==> src/rtl/downselect_framer_pkg.sv <==
// Shared types and field layout for the downselect framer packet format.
package downselect_framer_pkg;

    typedef enum logic [1:0] {
        S_HEAD  = 2'd0,
        S_DATA  = 2'd1,
        S_TRAIL = 2'd2
    } state_t;

    // Header: SYNC [31:24], SEQ [23:16], CHAN [10:0]
    localparam int unsigned HDR_SYNC_LSB  = 24;
    localparam int unsigned HDR_SEQ_LSB   = 16;
    localparam int unsigned CHAN_W        = 11;

    // Trailer: EOB bit 31, SPLIT bit 30, SEQ [23:16], COUNT [15:0]
    localparam int unsigned TRL_EOB_BIT   = 31;
    localparam int unsigned TRL_SPLIT_BIT = 30;
    localparam int unsigned TRL_SEQ_LSB   = 16;
    localparam int unsigned COUNT_W       = 16;

    function automatic logic [31:0] make_header(input logic [7:0]        sync,
                                                input logic [7:0]        seq,
                                                input logic [CHAN_W-1:0] chan);
        logic [31:0] w;
        w = '0;
        w[HDR_SYNC_LSB +: 8]  = sync;
        w[HDR_SEQ_LSB +: 8]   = seq;
        w[CHAN_W-1:0]         = chan;
        return w;
    endfunction

    function automatic logic [31:0] make_trailer(input logic               eob,
                                                 input logic               split,
                                                 input logic [7:0]         seq,
                                                 input logic [COUNT_W-1:0] count);
        logic [31:0] w;
        w = '0;
        w[TRL_EOB_BIT]        = eob;
        w[TRL_SPLIT_BIT]      = split;
        w[TRL_SEQ_LSB +: 8]   = seq;
        w[COUNT_W-1:0]        = count;
        return w;
    endfunction

endpackage

==> src/rtl/downselect_framer_skid.sv <==
// Two-entry registered skid buffer; outputs come straight from flops.
module axi_skid_2 #(
    parameter int unsigned WIDTH = 33
) (
    input  logic             clk,
    input  logic             sync_reset_n,
    input  logic             in_valid_i,
    input  logic [WIDTH-1:0] in_data_i,
    output logic             in_ready_o,
    output logic             out_valid_o,
    output logic [WIDTH-1:0] out_data_o,
    input  logic             out_ready_i
);

    logic             out_valid_q;
    logic [WIDTH-1:0] out_data_q;
    logic             skid_valid_q;
    logic [WIDTH-1:0] skid_data_q;
    logic             push;

    // Not ready only when both entries are occupied.
    assign in_ready_o  = ~skid_valid_q;
    assign push        = in_valid_i & in_ready_o;
    assign out_valid_o = out_valid_q;
    assign out_data_o  = out_data_q;

    // Refill the output slot from the skid entry first, else from the input.
    always_ff @(posedge clk) begin
        if (!sync_reset_n) begin
            out_valid_q  <= 1'b0;
            out_data_q   <= '0;
            skid_valid_q <= 1'b0;
            skid_data_q  <= '0;
        end else if (!out_valid_q || out_ready_i) begin
            if (skid_valid_q) begin
                out_data_q   <= skid_data_q;
                out_valid_q  <= 1'b1;
                skid_valid_q <= 1'b0;
            end else begin
                out_valid_q <= push;
                if (push) begin
                    out_data_q <= in_data_i;
                end
            end
        end else if (push) begin
            skid_data_q  <= in_data_i;
            skid_valid_q <= 1'b1;
        end
    end

endmodule

==> src/rtl/downselect_framer.sv <==
// Wraps downselected frames into header/data/trailer packets, splitting long frames.
module downselect_framer
    import downselect_framer_pkg::*;
#(
    parameter int unsigned DATA_WIDTH = 32,
    parameter int unsigned MAX_SAMPS  = 256,
    parameter logic [7:0]  SYNC_BYTE  = 8'hA5
) (
    input  logic                  clk,
    input  logic                  sync_reset_n,
    input  logic                  s_axis_tvalid,
    input  logic [DATA_WIDTH-1:0] s_axis_tdata,
    input  logic [23:0]           s_axis_tuser,
    input  logic                  s_axis_tlast,
    input  logic                  eob_downselect,
    output logic                  s_axis_tready,
    output logic                  m_axis_tvalid,
    output logic [DATA_WIDTH-1:0] m_axis_tdata,
    output logic                  m_axis_tlast,
    input  logic                  m_axis_tready,
    output logic [7:0]            frame_seq
);

    state_t               state_q, state_d;
    logic [7:0]           seq_q, seq_d;
    logic [COUNT_W-1:0]   count_q, count_d;
    logic                 eob_acc_q, eob_acc_d;
    logic                 split_q, split_d;

    logic                 int_valid;
    logic [DATA_WIDTH-1:0] int_data;
    logic                 int_last;
    logic                 skid_ready;
    logic                 tready_c;
    logic                 xfer;
    logic [COUNT_W:0]     count_inc;
    logic                 at_max;
    logic [DATA_WIDTH:0]  skid_out;
    logic                 unused_tuser;

    assign unused_tuser = ^s_axis_tuser[23:CHAN_W];

    assign count_inc = {1'b0, count_q} + 1'b1;
    assign at_max    = (count_inc == (COUNT_W+1)'(MAX_SAMPS));
    assign xfer      = s_axis_tvalid & s_axis_tready;

    // Next-state, internal word selection and input ready.
    always_comb begin
        state_d   = state_q;
        seq_d     = seq_q;
        count_d   = count_q;
        eob_acc_d = eob_acc_q;
        split_d   = split_q;
        int_valid = 1'b0;
        int_data  = '0;
        int_last  = 1'b0;
        tready_c  = 1'b0;
        case (state_q)
            S_HEAD: begin
                // Header peeks the waiting sample for its channel; nothing is consumed.
                int_valid = s_axis_tvalid;
                int_data  = DATA_WIDTH'(make_header(SYNC_BYTE, seq_q, s_axis_tuser[CHAN_W-1:0]));
                if (s_axis_tvalid && skid_ready) begin
                    state_d = S_DATA;
                end
            end
            S_DATA: begin
                tready_c  = skid_ready;
                int_valid = s_axis_tvalid;
                int_data  = s_axis_tdata;
                if (xfer) begin
                    count_d   = count_inc[COUNT_W-1:0];
                    eob_acc_d = eob_acc_q | eob_downselect;
                    if (s_axis_tlast || at_max) begin
                        state_d = S_TRAIL;
                        split_d = at_max & ~s_axis_tlast;
                    end
                end
            end
            S_TRAIL: begin
                int_valid = 1'b1;
                int_last  = 1'b1;
                int_data  = DATA_WIDTH'(make_trailer(eob_acc_q, split_q, seq_q, count_q));
                if (skid_ready) begin
                    seq_d     = seq_q + 8'd1;
                    count_d   = '0;
                    eob_acc_d = 1'b0;
                    state_d   = S_HEAD;
                end
            end
            default: state_d = S_HEAD;
        endcase
    end

    // Framing state registers.
    always_ff @(posedge clk) begin
        if (!sync_reset_n) begin
            state_q   <= S_HEAD;
            seq_q     <= '0;
            count_q   <= '0;
            eob_acc_q <= 1'b0;
            split_q   <= 1'b0;
        end else begin
            state_q   <= state_d;
            seq_q     <= seq_d;
            count_q   <= count_d;
            eob_acc_q <= eob_acc_d;
            split_q   <= split_d;
        end
    end

    assign s_axis_tready = sync_reset_n & tready_c;
    assign frame_seq     = seq_q;

    axi_skid_2 #(
        .WIDTH(DATA_WIDTH + 1)
    ) u_skid (
        .clk         (clk),
        .sync_reset_n(sync_reset_n),
        .in_valid_i  (int_valid),
        .in_data_i   ({int_last, int_data}),
        .in_ready_o  (skid_ready),
        .out_valid_o (m_axis_tvalid),
        .out_data_o  (skid_out),
        .out_ready_i (m_axis_tready)
    );

    assign m_axis_tlast = skid_out[DATA_WIDTH];
    assign m_axis_tdata = skid_out[DATA_WIDTH-1:0];

endmodule

==> config.mk <==
export PLATFORM = sky130hd
export DESIGN_NAME = downselect_framer
export DESIGN_NICKNAME = d
export VERILOG_FILES = /design/src/rtl/downselect_framer_pkg.sv /design/src/rtl/downselect_framer_skid.sv /design/src/rtl/downselect_framer.sv
export SDC_FILE = /design/constraint.sdc
export NUM_CORES = 1
export LEC_CHECK = 0
export CAP_MARGIN = 20
export CELL_PAD_IN_SITES_DETAIL_PLACEMENT = 0
export CELL_PAD_IN_SITES_GLOBAL_PLACEMENT = 1
export CORE_MARGIN = 2
export CORE_UTILIZATION = 36
export DETAILED_ROUTE_END_ITERATION = 10
export GPL_ROUTABILITY_DRIVEN = 1
export PLACE_DENSITY_LB_ADDON = 0.1
export SYNTH_ARGS = -nofsm -noshare
export SYNTH_HDL_FRONTEND = slang
export SYNTH_SLANG_ARGS = --single-unit
==> constraint.sdc <==
create_clock -name clk -period 2.7 [get_ports clk]
set_input_delay 0.54 -clock clk [delete_from_list [all_inputs] [get_ports clk]]
set_output_delay 0.54 -clock clk [all_outputs]
set_load 0.005 [all_outputs]
==> results of run 1 <==
final cells by class:
| class | instances | share of cell area [%] |
|---|---|---|
| clock buffer | 12 | 4.29 |
| clock inverter | 4 | 0.482 |
| inverter | 7 | 0.440 |
| multi-input combinational | 452 | 40.9 |
| sequential | 96 | 32.2 |
| tap | 172 | 3.60 |
| timing repair buffer | 112 | 18.1 |
report_power, final:
part | switching [mW] | internal [mW] | leakage, nW
registers | 0.0329 | 1.48 | 0.782
logic | 0.263 | 0.243 | 1.14
clock network | 0.564 | 0.676 | 0.135
layer usage:
metal | track usage, % | vias to the layer above | routed length [um]
met3 | 3.96 | 14 | 598
li1 | - | 2271 | -
met2 | 31.6 | 99 | 6110
met5 | 0 | - | 0
met1 | 27.5 | 2067 | 6260
met4 | 6.43 | 0 | 196
registers in the layout (all words and copies together) (netlist names):
| register | cells |
|---|---|
| u_skid.out_data_o | 33 |
| u_skid.skid_data_q | 33 |
| count_q | 16 |
| frame_seq | 8 |
| state_q | 2 |
| eob_acc_q | 1 |
| split_q | 1 |
| u_skid.out_valid_o | 1 |
| u_skid.skid_valid_q | 1 |
logic make-up (layout without fill, tap and decap cells):
family,count (synthesis),count (layout)
and+or+nand+nor,264,264
AOI/OAI and AO/OA,158,158
DFF,96,96
buffers and inverters,64,135
muxes,15,15
xor gates and xnor gates,12,12
adders and majority gates,3,3
worst reg2reg max path, cell delays in order, from the launching register on:
cell      delay, ns
dfxtp_1        0.47
ha_1           0.32
nand3_1        0.19
nor4_2         0.49
nand4b_1       0.14
and3_1         0.19
nor4_1         0.30
o221a_1        0.23
path summary, 6_finish.rpt:
check                                      startpoint               endpoint  slack [ns]  depth (start not counted)
worst max-delay path                       count_q[1]                split_q        0.32                          7
worst min-delay path            u_skid.out_data_o[21]  u_skid.out_data_o[21]        0.45                          2
worst max register to register             count_q[1]                split_q        0.32                          7
worst min register to register  u_skid.out_data_o[21]  u_skid.out_data_o[21]        0.45                          2
synth_stat cells (4+ instances only):
library cell / number / share of area [%]
nand2b_1: 4 / 0.54
mux2i_1: 15 / 3.3
a211oi_1: 25 / 4.1
nand3_1: 12 / 1.3
dfxtp_1: 96 / 42
and3_1: 6 / 0.81
xor2_1: 6 / 1.1
inv_1: 7 / 0.57
nand2_1: 112 / 9.1
xnor2_1: 6 / 1.1
a22oi_1: 9 / 1.5
nor4_1: 6 / 0.81
nor3_1: 24 / 2.6
a21oi_1: 63 / 6.8
buf_2: 9 / 0.98
nand4_1: 8 / 1.1
clkbuf_1: 45 / 3.7
nor2_1: 69 / 5.6
a221oi_1: 9 / 1.7
nor2b_1: 13 / 1.8
o21ai_0: 35 / 3.8
through the flow:
stage               setup slack (ns)  hold slack (ns)  utilization [%]  total power, mW
floorplan                      0.652            0.436                -             1.80
global placement               0.285            0.437             45.3             2.05
detailed placement             0.304            0.444             45.3             2.05
CTS                            0.301            0.451             47.5             3.29
global route                   0.132            0.463             47.5             3.41
finish                         0.319            0.446             47.5             3.26
==> metrics.md, run 1 <==
| Metric | Value |
|---|---|
| Status | `complete, no violations` |
| Yosys reg bits | `96` |
| Hold violation count in the final report | `0` |
| Vias in the first global route | `~4100` |
| Post-synth EDFFs | `0` |
| Number of synthesis warnings | `0` |
| Clock buffer count from CTS | `9` |
| Drt pass-1 iters | `4` |
| Die Wd | `between 100 and 150 um` |
| Post-synthesis simple-gate area fraction | `25.4%` |
| Vias | `4451` |
| Max-Cap Viols | `0` |
| CP max stage cell | `nor4_2` |
| Hold Crit Class | `reg -> reg` |
| RSZ-0062 raised after global routing | `false` |
| Fraction of layout cells with a size suffix above 1 | `6.44%` |
| Nets@finish | `roughly 740` |
| Tightest Pin Transition | `between 0.7 and 0.8 ns` |
| Syn nets | `approximately 680` |
| CTS tree | `yes` |
| Port bufs | `91` |
| Pleak | `between 2 and 2.5 nW` |
| Die area | `13700 um2` |
| Clk buf depth | `2` |
| Total track usage | `approximately a fifth` |
| Largest family of logic cells by synthesized area | `simple AND/OR/NAND/NOR gates` |
| Ys flop type | `dfxtp_1` |
| Netlist Area Pre-Place | `between 4000 and 5000 um2` |
| ANT nets after route | `0` |
| Core ar. | `12600 um2` |
| CP Capture Type | `flop` |
| Fillers | `1305` |
| Synth Area per Inst | `7.54 um2` |
| Area occupied by multi-input gates | `roughly 2400 um2` |
| Area of placed instances | `5690 um2` |
| Die height | `between 100 and 150 um` |
| Root Driver | `clkbuf_16` |
| Post-CTS setup buffers | `0` |
| PwrDens | `~550 nW/um2` |
| Crit path max fanout | `8` |
| Layout Skew | `0.00378 ns` |
| Clk sink count | `96` |
| DR vias/cell | `5.21` |
| Synth Area in Compound Gates | `a little over a fifth` |
| I/O pins | `between 100 and 150` |
| PostCTS Resize Cnt | `0` |
| Final wirelength | `around 13000 um` |
| DRC | `0` |
| Rel. slew slack | `50.8%` |
| Yosys cell types | `43` |
| Xor/xnor cell area share of the yosys netlist | `2.28%` |
| Cell row count | `between 40 and 50` |
| CP startpoint kind | `flop` |
| CP top delay family | `simple AND/OR/NAND/NOR gates` |
| GRT overflow | `0` |
| Largest net degree at the start of global routing | `86` |
| Seq. cell area | `1920 um2` |
| Mux contribution to synthesized area | `around 3.3%` |
| Setup violations, final | `0` |
| Placer Congestion | `0.787` |
| Worst-skew pair later-pin latency | `0.35 ns` |
| Area Overhead vs Synth | `29.4%` |
| Global-route wire length before repair | `about 21000 um` |
| Placed Instances | `~840` |
| Final instance area | `5970 um2` |
| Routed length per instance | `15.4 um` |
| DP Wirelength | `about 9100 um` |
| FMAX | `0.420 GHz` |
| Initial Utilization | `36.7%` |
| WP data required | `2.99 ns` |
| Kind of critical path | `reg -> reg` |
| Worst path max stage delay | `0.49 ns` |
| Initial antenna violation count | `0` |
| Commonest non-fill, non-tap cells in the layout | `nand2_1, dfxtp_1, clkdlybuf4s50_1` |
| Critical Path AT | `2.68 ns` |
| Async SR Flop Fraction | `0%` |
| Cell breakdown of the critical path | `ha_1, nand3_1, nor4_2, nand4b_1, and3_1, nor4_1, o221a_1` |
| Fin crit period | `about 2.4 ns` |
| H-tree Lvls | `3` |
| Final worst-path cycle share | `88.2%` |
| Max Slew Vio Count | `0` |
| Setup TNS | `0 ns` |
| Antenna diode count | `0` |
| Commonest non-fill, non-tap cell in the layout | `nand2_1` |
| Post-synthesis sequential area ratio | `41.6%` |
| Mapped Cells | `612` |
| Synth Area in Adders | `0.813%` |
| CTS hold repair buffers | `0` |
| DRT iter0 DRCs | `between 200 and 300` |
| Worst IR Drop VDD | `roughly 0.00026 V` |
| Non-filler cells, final | `between 800 and 900` |
| Bufs and invs on worst path | `0` |
| Clk slew on worst S/H paths | `0.07 ns` |
Note: power is estimated with default switching activity, not from simulation.
==> run 2: changes to the inputs <==
--- a/config.mk
+++ b/config.mk
@@ -5,6 +5,7 @@
 export SDC_FILE = /design/constraint.sdc
 export NUM_CORES = 1
 export LEC_CHECK = 0
+export ABC_CLOCK_PERIOD_IN_PS = 2700
 export CAP_MARGIN = 20
 export CELL_PAD_IN_SITES_DETAIL_PLACEMENT = 0
 export CELL_PAD_IN_SITES_GLOBAL_PLACEMENT = 1
==> results of run 2 <==
Same layout as run 1: the final DEF is identical, and so are final timing and power.
==> run 3: changes to the inputs <==
--- a/config.mk
+++ b/config.mk
@@ -10,10 +10,12 @@
 export CELL_PAD_IN_SITES_DETAIL_PLACEMENT = 0
 export CELL_PAD_IN_SITES_GLOBAL_PLACEMENT = 1
 export CORE_MARGIN = 2
-export CORE_UTILIZATION = 36
+export CORE_UTILIZATION = 38
 export DETAILED_ROUTE_END_ITERATION = 10
 export GPL_ROUTABILITY_DRIVEN = 1
+export GPL_TIMING_DRIVEN = 0
 export PLACE_DENSITY_LB_ADDON = 0.1
 export SYNTH_ARGS = -nofsm -noshare
 export SYNTH_HDL_FRONTEND = slang
+export SYNTH_HIERARCHICAL = 1
 export SYNTH_SLANG_ARGS = --single-unit
==> run 3 against run 2 <==
  * First-iteration DRC count fell by 4.1%
  * Count of clock-buffer cells in the layout decreased by 1
  * Setup slack lost 0.18 ns
==> metrics.md, run 3 <==
| Metric | Value |
|---|---|
| Status | `complete, no violations` |
| Tightest Pin Transition | `0.631 ns (-0.107 ns)` |
| Max Slew Vio Count | `0 (unchanged)` |
| Fin util | `50.2% (+2.6 points)` |
| Initial Utilization | `39.3% (+2.5 points)` |
| Seq. cell area | `1920 um2 (about the same)` |
| Area of placed instances | `6130 um2 (+7.8%)` |
| Vias | `4502 (+1.1%)` |
| Layout Skew | `0.00585 ns (+0.00207 ns)` |
| Global-route wire length before repair | `22500 um (+6.4%)` |
| Synth area leader | `dfxtp_1` |
| Core ar. | `12800 um2 (+1.6%)` |
| Netlist Area Pre-Place | `5020 um2 (+8.6%)` |
| Worst path max stage delay | `0.44 ns (-0.05 ns)` |
| Yosys cell types | `51 (+19%)` |
| CP startpoint kind | `flop` |
| CP Capture Type | `primary output` |
| HP Start | `u_skid/skid_data_q[17]` |
| Drt pass-1 iters | `5 (+1)` |
| Port bufs | `90 (-1.1%)` |
| Cell breakdown of the critical path | `buf_4, buf_2, inv_1, and3_1, clkdlybuf4s50_1` |
| GRT overflow | `0 (unchanged)` |
| Yosys reg bits | `96 (unchanged)` |
| Async SR Flop Fraction | `0% (unchanged)` |
| Clk buf depth | `2 (unchanged)` |
| Rel. slew slack | `57.9% (+7.2 points)` |
| Synth Area per Inst | `8.42 um2 (+12%)` |
| R2R Setup Slk | `0.26 ns (-0.06 ns)` |
| Nets@finish | `762 (+2.6%)` |
| Total power | `3.31 mW (+1.5%)` |
| Pleak | `2.55 nW (+24%)` |
| Number of synthesis warnings | `6 (+6)` |
| Commonest non-fill, non-tap cell in the layout | `nand2_1` |
| Fin crit period | `2.56 ns (+0.180 ns)` |
| Clk sink count | `96 (unchanged)` |
| RSZ-0062 raised after global routing | `false` |
| Antenna diode count | `0 (unchanged)` |
| Commonest non-fill, non-tap cells in the layout | `nand2_1, dfxtp_1, clkdlybuf4s50_1` |
| Setup TNS | `0 ns (unchanged)` |
| DRT iter0 DRCs | `283 (-4.1%)` |
| DRC | `0 (unchanged)` |
| Worst IR Drop VDD | `0.000264 V (+3.2%)` |
| Post-synth EDFFs | `0 (unchanged)` |
| Die area | `14100 um2 (+2.8%)` |
| Total track usage | `20.0% (-0.090 points)` |
| Area Overhead vs Synth | `27.7%` |
| H-tree Lvls | `3 (unchanged)` |
| I/O pins | `105 (unchanged)` |
| ANT nets after route | `0 (unchanged)` |
| Max-Cap Viols | `0 (unchanged)` |
| Mapped Cells | `596 (-2.6%)` |
| Final worst-path cycle share | `94.9% (+6.7 points)` |
| Largest net degree at the start of global routing | `16 (-81%)` |
| Die height | `119 um (+1.4%)` |
| Placed Instances | `858 (+2.3%)` |
| Cell row count | `41 (unchanged)` |
| Routed length per instance | `15.9 um (+3.3%)` |
| Fraction of layout cells with a size suffix above 1 | `7.55% (+1.1 points)` |
| Root Driver | `clkbuf_16` |
| PwrDens | `516 nW/um2 (-5.4%)` |
| Initial antenna violation count | `0 (unchanged)` |
| Placer Congestion | `0.792 (+0.71%)` |
| Worst Setup SP | `u_skid/skid_valid_q` |
| Critical Path AT | `2.02 ns (-0.66 ns)` |
| Syn nets | `661 (-2.4%)` |
| Final instance area | `6410 um2 (+7.3%)` |
| FMAX | `0.390 GHz (-7.0%)` |
| CTS tree | `yes` |
| Worst-skew pair later-pin latency | `0.35 ns (about the same)` |
| Crit path max fanout | `10 (+2)` |
| CP top delay family | `buffers and inverters` |
| DP Wirelength | `10400 um (+14%)` |
| Synth top area cells | `dfxtp_1, mux2i_1, nand2_1` |
| Hold Crit Class | `reg -> reg` |
| Final wirelength | `13900 um (+5.6%)` |
| Kind of critical path | `reg -> out` |
| WP data required | `2.16 ns (-0.83 ns)` |
| Most common cell in the netlist | `nand2_1` |
| Vias in the first global route | `4387 (+6.2%)` |
| Bufs and invs on worst path | `4 (+4)` |
| Area occupied by multi-input gates | `2750 um2 (+13%)` |
| Clk slew on worst S/H paths | `0.06 ns (about the same)` |
| Ys flop type | `dfxtp_1` |
| CTS hold repair buffers | `0 (unchanged)` |
| Top post-synthesis cells by count | `nand2_1, dfxtp_1, nand3_1` |
| Non-filler cells, final | `874 (+2.2%)` |
| Setup violations, final | `0 (unchanged)` |
| Hold violation count in the final report | `0 (unchanged)` |
| Clock buffer count from CTS | `9 (unchanged)` |
| Fillers | `1227 (-6.0%)` |
| Yosys top cell area share | `38.3% (-3.3 points)` |
| DR vias/cell | `5.15 (-1.1%)` |
| CP max stage cell | `clkdlybuf4s50_1` |
| Post-synthesis sequential area ratio | `38.3% (-3.3 points)` |
| Die Wd | `119 um (+1.4%)` |
| Worst r2r src | `state_q[1]` |
-- run 3: changes by cell type in the layout (fill, tap and decap cells not counted), moves of 24 or more --
cell,before,now
nor2_1,69,21
o211a_1,1,34
clkbuf_1,1,26
mux2i_1,15,44
a211oi_1,25,1
nand3_1,12,45
a21oi_1,63,19
a21boi_1,0,34
-- run 3: through the flow --
stage	setup WS [ns]	hold slack, ns
after floorplan	0.652	0.435
after CTS	0.122	0.454
after detailed placement	0.0704	0.445
final	0.139	0.453
after global routing	0.00558	0.471
after global placement	0.0632	0.439
-- run 3: layout make-up --
cell class / instances / share of cell area, %
plain buffers: 59 / 4.59
clock inverters: 5 / 0.488
repair buffers: 90 / 14.1
well taps: 172 / 3.36
flip-flops and latches: 96 / 30.0
multi-input cells: 427 / 42.9
inverters: 14 / 0.820
clock buffers: 11 / 3.79
-- run 3: logic make-up after synthesis --
family          count (synthesis)  share of synthesized area, %
compound gates                139                          20.9
buf+inv                        73                          6.88
xor+xnor                       14                          2.44
flops                          96                          38.3
mux                            44                          8.78
fa+ha+maj                       3                         0.748
simple gates                  227                          21.9
-- run 3: where the power goes --
| group | total, mW | switching, mW | internal [mW] |
|---|---|---|---|
| registers | 1.52 | 0.0395 | 1.48 |
| logic | 0.575 | 0.273 | 0.302 |
| clock network | 1.21 | 0.560 | 0.649 |
| total | 3.31 | 0.873 | 2.43 |
-- run 3: final timing paths --
kind / endpoint / depth (start not counted)
max: s_axis_tready / 5
min: u_skid/skid_data_q[17] / 2
max reg2reg: u_skid/out_data_o[12] / 9
min reg2reg: u_skid/skid_data_q[17] / 2
-- run 3: worst min-delay path, delay by kind of cell, from the launching register on --
| kind | cells | cell delay (ns) |
|---|---|---|
| AO/OA/AOI/OAI | 1 | 0.05 |
| flip-flops | 1 | 0.31 |
| AND/OR/NAND/NOR | 1 | 0.05 |
-- run 3: per-layer routing --
metal	track usage [%]	wire [um]	vias up
met3	3.40	545	15
li1	-	-	2305
met1	27.2	6770	2092
met5	0	0	-
met4	6.25	218	0
met2	32.1	6370	90
-- run 3: what timing repair did --
| item | 4_1_cts | 5_1_grt |
|---|---|---|
| gates resized for setup | 0 | 2 |
| setup buffers | 0 | 0 |
| endpoints found under the setup margin | 0 | 1 |
